`src/rtl/noc_pkg.sv`:
```
// ============================================================================
//  Module      : noc_pkg
//  Description : Shared NoC router definitions: direction indices, default
//                flit width, output-port controller state encoding.
//  Revision    : 1.0 - initial release
// ============================================================================
`default_nettype none

package noc_pkg;

  localparam int DIR_S = 3;
  localparam int DIR_W = 2;
  localparam int DIR_E = 1;
  localparam int DIR_L = 0;

  localparam int NOC_FLIT_W = 32;

  typedef enum logic [1:0] {
    IDLE    = 2'd0,
    ACTIVE  = 2'd1,
    RELEASE = 2'd2
  } opc_state_t;

  // True when exactly one of the four grant bits is set.
  function automatic logic is_onehot4(input logic [3:0] v);
    return (v != 4'd0) && ((v & (v - 4'd1)) == 4'd0);
  endfunction

endpackage

`default_nettype wire

```
`src/rtl/n_output_port_ctrl_credit_counter.sv`:
```
// ============================================================================
//  Module      : credit_counter
//  Description : Downstream credit counter; saturates at CREDITS, a send and
//                a return in the same cycle cancel out.
//  Revision    : 1.0 - initial release
// ============================================================================
`default_nettype none

module credit_counter
  import noc_pkg::*;
#(
  parameter int CREDITS = 4
) (
  input  logic                           clk,
  input  logic                           reset,
  input  logic                           dec,
  input  logic                           inc,
  output logic [$clog2(CREDITS+1)-1:0]   cnt,
  output logic                           nonzero
);

  localparam int CNT_W = $clog2(CREDITS + 1);
  localparam logic [CNT_W-1:0] C_MAX = CNT_W'(CREDITS);

  logic [CNT_W-1:0] r_cnt;

  always_ff @(posedge clk or negedge reset) begin
    if (!reset) begin
      r_cnt <= C_MAX;
    end else if (dec && !inc) begin
      if (r_cnt != '0) r_cnt <= r_cnt - 1'b1;
    end else if (inc && !dec) begin
      if (r_cnt != C_MAX) r_cnt <= r_cnt + 1'b1;
    end
  end

  assign cnt     = r_cnt;
  assign nonzero = (r_cnt != '0);

endmodule

`default_nettype wire

```
`src/rtl/n_output_port_ctrl.sv`:
```
// ============================================================================
//  Module      : n_output_port_ctrl
//  Description : North output-port controller: locks the crossbar to the
//                round-robin winner for one packet, forwards flits under
//                credit flow control, pulses change-order after the tail.
//                Optional idle-owner watchdog: define OPC_WATCHDOG_EN.
//  Revision    : 1.0 - initial release
// ============================================================================
`default_nettype none

module n_output_port_ctrl
  import noc_pkg::*;
#(
  parameter int FLIT_W  = NOC_FLIT_W,
  parameter int CREDITS = 4
`ifdef OPC_WATCHDOG_EN
  ,
  parameter int WDOG_LIMIT = 255
`endif
) (
  input  logic                clk,
  input  logic                reset,
  input  logic [3:0]          rrp_grant_i,
  input  logic                rrp_grant_valid_i,
  input  logic [4*FLIT_W-1:0] in_flit_i,
  input  logic [3:0]          in_valid_i,
  input  logic [3:0]          in_tail_i,
  output logic [3:0]          in_ready_o,
  output logic [FLIT_W-1:0]   out_flit_o,
  output logic                out_valid_o,
  output logic                out_tail_o,
  input  logic                credit_return_i,
  output logic                rr_change_order_o,
  output logic [3:0]          xbar_sel_o,
`ifdef OPC_WATCHDOG_EN
  output logic                wdog_err_o,
`endif
  output logic                port_busy_o
);

  localparam int CNT_W = $clog2(CREDITS + 1);

  opc_state_t        r_state;
  logic [3:0]        r_owner;
  logic              r_change_order;
  logic              r_busy;
  logic [FLIT_W-1:0] r_out_flit;
  logic              r_out_valid;
  logic              r_out_tail;

  logic [CNT_W-1:0]  w_credit_cnt;
  logic              w_credit_nz;
  logic [FLIT_W-1:0] w_sel_flit;
  logic              w_sel_valid;
  logic              w_sel_tail;
  logic              w_xfer;
  logic              w_wdog_hit;

  // Owner-driven input mux; owner is one-hot so OR-merging is safe.
  always_comb begin
    w_sel_flit  = '0;
    w_sel_valid = 1'b0;
    w_sel_tail  = 1'b0;
    for (int i = 0; i < 4; i++) begin
      if (r_owner[i]) begin
        w_sel_flit  = w_sel_flit | in_flit_i[i*FLIT_W +: FLIT_W];
        w_sel_valid = w_sel_valid | in_valid_i[i];
        w_sel_tail  = w_sel_tail | in_tail_i[i];
      end
    end
  end

  assign w_xfer     = (r_state == ACTIVE) && w_sel_valid && w_credit_nz;
  assign in_ready_o = ((r_state == ACTIVE) && w_credit_nz) ? r_owner : 4'b0000;

  credit_counter #(
    .CREDITS (CREDITS)
  ) u_credit (
    .clk     (clk),
    .reset   (reset),
    .dec     (w_xfer),
    .inc     (credit_return_i),
    .cnt     (w_credit_cnt),
    .nonzero (w_credit_nz)
  );

`ifdef OPC_WATCHDOG_EN
  localparam int WD_W = $clog2(WDOG_LIMIT + 1);

  logic [WD_W-1:0] r_wdog_cnt;
  logic            r_wdog_err;
  logic            w_wdog_idle;

  // Owner is stalled either by missing data or by missing downstream credit.
  assign w_wdog_idle = (r_state == ACTIVE) && (!w_sel_valid || !w_credit_nz);
  assign w_wdog_hit  = w_wdog_idle && (r_wdog_cnt == WD_W'(WDOG_LIMIT - 1));

  always_ff @(posedge clk or negedge reset) begin
    if (!reset) begin
      r_wdog_cnt <= '0;
      r_wdog_err <= 1'b0;
    end else begin
      if (r_state != ACTIVE || w_xfer) begin
        r_wdog_cnt <= '0;
      end else if (w_wdog_idle && !w_wdog_hit) begin
        r_wdog_cnt <= r_wdog_cnt + 1'b1;
      end
      if (w_wdog_hit) r_wdog_err <= 1'b1;
    end
  end

  assign wdog_err_o = r_wdog_err;
`else
  assign w_wdog_hit = 1'b0;
`endif

  always_ff @(posedge clk or negedge reset) begin
    if (!reset) begin
      r_state        <= IDLE;
      r_owner        <= 4'b0000;
      r_change_order <= 1'b0;
      r_busy         <= 1'b0;
    end else begin
      r_change_order <= 1'b0;
      case (r_state)
        IDLE: begin
          if (rrp_grant_valid_i && is_onehot4(rrp_grant_i)) begin
            r_state <= ACTIVE;
            r_owner <= rrp_grant_i;
            r_busy  <= 1'b1;
          end
        end
        ACTIVE: begin
          if ((w_xfer && w_sel_tail) || w_wdog_hit) begin
            r_state        <= RELEASE;
            r_change_order <= 1'b1;
          end
        end
        RELEASE: begin
          // Grant seen this cycle predates the rotation, so it is dropped.
          r_state <= IDLE;
          r_owner <= 4'b0000;
          r_busy  <= 1'b0;
        end
        default: begin
          r_state <= IDLE;
          r_owner <= 4'b0000;
          r_busy  <= 1'b0;
        end
      endcase
    end
  end

  always_ff @(posedge clk or negedge reset) begin
    if (!reset) begin
      r_out_flit  <= '0;
      r_out_valid <= 1'b0;
      r_out_tail  <= 1'b0;
    end else begin
      r_out_valid <= w_xfer;
      r_out_tail  <= w_xfer && w_sel_tail;
      if (w_xfer) r_out_flit <= w_sel_flit;
    end
  end

  assign out_flit_o        = r_out_flit;
  assign out_valid_o       = r_out_valid;
  assign out_tail_o        = r_out_tail;
  assign rr_change_order_o = r_change_order;
  assign xbar_sel_o        = r_owner;
  assign port_busy_o       = r_busy;

endmodule

`default_nettype wire
```
`config.mk`:
```
export PLATFORM = sky130hd
export DESIGN_NAME = n_output_port_ctrl
export DESIGN_NICKNAME = d
export VERILOG_FILES = /design/src/rtl/noc_pkg.sv /design/src/rtl/n_output_port_ctrl_credit_counter.sv /design/src/rtl/n_output_port_ctrl.sv
export SDC_FILE = /design/constraint.sdc
export NUM_CORES = 1
export LEC_CHECK = 0
export ABC_AREA = 1
export CAP_MARGIN = 20
export CORE_MARGIN = 2
export CORE_UTILIZATION = 36
export DETAILED_ROUTE_END_ITERATION = 6
export GPL_TIMING_DRIVEN = 1
export PLACE_DENSITY_LB_ADDON = 0.1
export SLEW_MARGIN = 10
export SYNTH_ARGS = -nofsm -noshare
export SYNTH_HDL_FRONTEND = slang
export SYNTH_HIERARCHICAL = 1
export SYNTH_SLANG_ARGS = --single-unit
```
`constraint.sdc`:
```
create_clock -name clk -period 3 [get_ports clk]
set_input_delay 0.45 -clock clk [delete_from_list [all_inputs] [get_ports clk]]
set_output_delay 0.45 -clock clk [all_outputs]
set_load 0.01 [all_outputs]
```
## Word level (Yosys, flattened, before mapping)

Cells that the tools add are included.

- Flip-flop bits (word level): 45
- Bits of input ports: 144
- Output and inout bits: 44
- Logic and storage cells: 72

- Add/subtract/negate cells: 3
- Eq/ne operators: 5
- Muxes and demuxes: 26
- Bitwise logic cells: 11
- Reductions and logical operators: 19

Operators with widths:

| cell | count |
|---|---|
| 2-to-1 mux 32 bit | 4 |
| bitwise OR 32 bit | 3 |
| 2-to-1 mux 3 bit | 4 |
| 2-to-1 mux 1 bit | 11 |
| logical AND 1 bit | 8 |
| 2-to-1 mux 4 bit | 2 |
| one-hot mux 4 bit (2 select lines) | 1 |
| bitwise OR 1 bit | 6 |
| AND 4 bit | 1 |
| logical NOT 4 bit | 1 |
| 2-to-1 mux 2 bit | 2 |
| != test 2 bit, second input constant | 2 |
| one-hot mux 2 bit (2 select lines) | 1 |
| AND reduction 2 bit | 2 |
| nonzero test 2 bit | 2 |
| nonzero test 4 bit | 1 |
| subtractor 4 x 1 -> 4 bit, second input constant | 1 |
| adder 3 x 1 -> 3 bit, second input constant | 1 |
| != test 3 bit, second input constant | 1 |
| AND reduction 3 bit | 1 |
| nonzero test 3 bit | 1 |
| subtractor 3 x 1 -> 3 bit, second input constant | 1 |
| equality test 2 x 1 -> 1 bit, second input constant | 1 |
| logical NOT 1 bit | 2 |
| 4 further kinds | 4 |

## Logic depth before layout (Yosys ltp)

- Word-level depth: 13
- Depth in mapped cells: 17

## By module

The synthesis kept the hierarchy.

Modules (own cells, without submodules):

| module | times used | cells an instance | area an instance (µm²) | sequential area each (µm²) |
|---|---|---|---|---|
| n_output_port_ctrl | 1 | 360 | 2532.4 | 1051.0 |
| credit_counter | 1 | 31 | 215.2 | 76.3 |

## Worst setup path after synthesis

Ideal clock, no wire load.

- Path kind: reg-to-reg
- Start: reg u_credit.r_cnt[2] (netlist: u_credit/cnt[2])
- End: reg u_credit.r_cnt[2] (netlist: u_credit/cnt[2])
- Setup time: 0.075 ns
- Data arrival time: 1.995 ns
- Data required time: 2.925 ns
- Path slack: 0.929 ns
- Stages on the path, launching flop included: 16
- Path buffers: 2
- Cell sequence: dfstp_2 inv_1 nand2_1 inv_1 nor2_2 nand2_2 buf_6 buf_6 inv_1 ha_1 inv_1 fa_1 nand3_1 nand2_1 nand2_1 nand2_1

- Longest elaborated chain between the ends: 6

RTL lines:

| item | RTL line | text |
|---|---|---|
| start, declared | n_output_port_ctrl_credit_counter.sv:25 | `logic [CNT_W-1:0] r_cnt;` |
| start signal, assigned | n_output_port_ctrl_credit_counter.sv:31 | `if (r_cnt != '0) r_cnt <= r_cnt - 1'b1;` |
| start signal, assigned | n_output_port_ctrl_credit_counter.sv:33 | `if (r_cnt != C_MAX) r_cnt <= r_cnt + 1'b1;` |
| nonzero test 3 bit * | n_output_port_ctrl_credit_counter.sv:38 | `assign nonzero = (r_cnt != '0);` |
| named net w_credit_nz | n_output_port_ctrl.sv:52 | `logic w_credit_nz;` |
| logical AND 1 bit * | n_output_port_ctrl.sv:73 | `assign w_xfer = (r_state == ACTIVE) && w_sel_valid && w_credit_nz;` |
| named net w_xfer | n_output_port_ctrl.sv:56 | `logic w_xfer;` |
| logical NOT 1 bit | n_output_port_ctrl_credit_counter.sv:32 | `end else if (inc && !dec) begin` |
| logical AND 1 bit | n_output_port_ctrl_credit_counter.sv:32 |  |
| nonzero test 2 bit (no source line) | n/a |  |
| AND reduction 3 bit (no source line) | n/a |  |

Mark *: on every way through the listed nets, which the timed path passes. The rest lies on a longest branch. The select of a mux whose other input is x is not followed.
A chain may end at the register's enable or synchronous reset.

## Worst setup path after layout

- Start: reg u_credit.r_cnt[2] (netlist: u_credit/cnt[2])
- End: out in_ready_o[2]

- Longest elaborated chain between the ends: 3

RTL lines:

| item | RTL line | text |
|---|---|---|
| nonzero test 3 bit | n_output_port_ctrl_credit_counter.sv:38 |  |
| named net w_credit_nz | n_output_port_ctrl.sv:52 |  |
| logical AND 1 bit | n_output_port_ctrl.sv:74 | `assign in_ready_o = ((r_state == ACTIVE) && w_credit_nz) ? r_owner : 4'b0000;` |
| 2-to-1 mux 4 bit | n_output_port_ctrl.sv:74 |  |
| end, declared | n_output_port_ctrl.sv:28 | `output logic [3:0] in_ready_o,` |

The timed path passes the listed nets, and every way through them passes these cells.

==> flow_metrics.env <==
export IMPL_power_density_nw_per_um2=787.4
export IMPL_synth_top_family_by_area="simple AND/OR/NAND/NOR gates"
export IMPL_die_height_um=91.37
export IMPL_n_fill_cell=610
export IMPL_pre_cts_ws_ns=0.7254
export IMPL_crit_chain="inv_1 > nand2_1 > inv_1 > nor2_2 > inv_1 > nor2_1 > clkdlybuf4s50_1"
export IMPL_gp_congestion=0.9004
export IMPL_fin_crit_sh_pct=79.85
export IMPL_root_buffer="clkbuf_8"
export IMPL_max_freq_ghz=0.4175
export IMPL_fin_nets=715
export IMPL_finClkSkew_ns=0.005729
export IMPL_finalSetupViolations=0
export IMPL_final_seq_area_um2=1127
export IMPL_hold_violations=0
export IMPL_synth_cell_types=21
export IMPL_synth_top_cell_by_area="dfrtp_1"
export IMPL_finalNonFillerCells=669
export IMPL_status="finished, final reports clean"
export IMPL_wl_um=9236
export IMPL_clk_pin_slew_ns=0.08
export IMPL_io_buffer_count=187
export IMPL_grt_first_pass_wirelength_um=14730
export IMPL_clock_latency_ns=0.29
export IMPL_worst_setup_path_type="register to output port"
export IMPL_power_leakage_nw=2.175
export IMPL_cpMostUsedCell="inv_1"
export IMPL_synth_xor_area_share_pct=0
export IMPL_synth_compound_area_share_pct=14.53
export IMPL_overflow=0
export IMPL_rsz0062_at_grt="no"
export IMPL_cts_tree="built"
export IMPL_vdd_drop_max_uv=545.4
export IMPL_die_x_um=91.37
export IMPL_vias=3183
export IMPL_synth_cells=391
export IMPL_yosysWarnings=6
export IMPL_synth_ff_latch_count=45
export IMPL_crit_arrival_ns=1.95
export IMPL_start_kind="register"
export IMPL_diodes=0
export IMPL_start_util_pct=37.48
export IMPL_io_pins=188
export IMPL_place_area_um2=4622
export IMPL_critPathMaxStageDelay_ns=0.56
export IMPL_syn_num_nets=537
export IMPL_crit_path_end_kind="output port"
export IMPL_ctsLongestPathBuffers=2
export IMPL_cp_data_required_time_ns=2.55
export IMPL_die_area_um2=8348
export IMPL_grt_pass1_vias=3114
export IMPL_synth_area_mux_share_pct=0
export IMPL_synthAdderAreaFrac_pct=1.184
export IMPL_drc=0
export IMPL_maxCapViolations=0
export IMPL_post_dp_hpwl_um=6977
export IMPL_area_delta_synth_final_pct=73.82
export IMPL_synthSimpleGateAreaFrac_pct=33.70
export IMPL_multi_input_area_um2=1358
export IMPL_drive_above_1_share_pct=7.193
export IMPL_stdcell_area_um2=4776
export IMPL_fin_tns_setup_ns=0
export IMPL_antenna_found_initial=0
export IMPL_synth_area_um2=2748
export IMPL_synth_top_area_share_pct=40.07
export IMPL_worst_pin_slew_ns=0.6800
export IMPL_row_count=31
export IMPL_fin_ws_ns=0.6046
export IMPL_slew_headroom_pct=54.66
export IMPL_grt_max_degree=65
export IMPL_cts_resized=0
export IMPL_postRouteAntennaNets=0
export IMPL_hold_path_class="primary input to asynchronous set/reset pin"
export IMPL_htreeDepth=2
export IMPL_drt_iter0_drc=116
export IMPL_placed_cells=660
export IMPL_viasPerCell=4.758
export IMPL_final_cell_mix="clkdlybuf4s50_1 (186), nand2_1 (167), dfrtp_1 (44)"
export IMPL_drtPass1Iterations=4
export IMPL_ys_seq_area_share_pct=41.03
export IMPL_fin_crit_ns=2.395
export IMPL_post_cts_buffers=0
export IMPL_crit_slowest_cell="dfstp_2"
export IMPL_crit_path_max_fanout=4
export IMPL_hold_buffers=0
export IMPL_core_area_um2=7331
export IMPL_routedWlPerCell_um=13.81
export IMPL_cts_made_buffers=5
export IMPL_cts_num_sinks=45
export IMPL_drv_slew=0
export IMPL_fin_hold_ws_ns=0.008985
export IMPL_syn_avg_cell_area_um2=7.027
export IMPL_grt_util_all_layers_pct=21.60
export IMPL_mostFrequentLayoutCell="clkdlybuf4s50_1"
export IMPL_synth_area_top_cells="dfrtp_1 (40%), nand2_1 (23%), nand3_1 (7.5%)"
==> path summary, 6_finish.rpt <==
| check | start | endpoint | slack (ns) | cells past startpoint |
|---|---|---|---|---|
| max in group asynchronous | reset | u_credit/cnt[2] | 2.45 | 2 |
| max | u_credit/cnt[2] | in_ready_o[2] | 0.60 | 7 |
| min in group clk | out_flit_o[9] | out_flit_o[9] | 0.49 | 2 |
| min | reset | out_flit_o[3] | 0.009 | 1 |
| max reg2reg | xbar_sel_o[1] | u_credit/cnt[2] | 0.80 | 14 |
| min reg2reg | out_flit_o[9] | out_flit_o[9] | 0.49 | 2 |
==> area by class of cell <==
class / count / area share, %
clock buffer: 5 / 1.441
multi-input combinational: 296 / 28.43
tap: 99 / 2.594
inverter: 27 / 2.122
timing repair buffer: 194 / 40.45
sequential: 45 / 23.60
clock inverter: 3 / 1.362
==> layer usage <==
layer	up-vias	GRT usage [%]	wire [µm]
met1	1438	24.03	3726
met5	-	0	0
met3	12	5.643	676
li1	1605	-	-
met2	128	41.11	4693
met4	0	4.419	140
==> synth_stat cells, drive strengths merged <==
master  instances
nand2         171
dfrtp          44
nand3          41
o21ai          35
a21oi          32
inv            27
buf            19
nor2           11
clkbuf          4
nand4           4
dfstp           1
fa              1
ha              1
==> logic make-up after synthesis <==
family / after synthesis
DFF: 45
adders and majority gates: 2
AOI/OAI and AO/OA: 67
buffers and inverters: 50
and+or+nand+nor: 227
==> stage by stage <==
step,power (mW),util (%)
final,3.761,65.15
after global routing,4.080,65.15
after CTS,3.805,64.87
after detailed placement,3.259,63.05
after global placement,3.207,63.05
after floorplan,2.362,-
==> flip-flops by register name, indices dropped and copies added (netlist names) <==
signal             cells
out_flit_o            32
out_valid_o            1
r_state                2
xbar_sel_o             4
port_busy_o            1
u_credit/cnt           3
out_tail_o             1
rr_change_order_o      1
==> report_power, final <==
part	total [mW]	internal [mW]	switching (mW)
Clock	0.535	0.331	0.205
Combinational	2.18	1.01	1.17
Sequential	1.04	0.864	0.180
==> worst max-delay path: cells and delay by family (launching register included) <==
family	cells	cell delay (ns)
buffers and inverters	4	0.77
DFF	1	0.56
and+or+nand+nor	3	0.34
(Power assumes the default switching activity.)
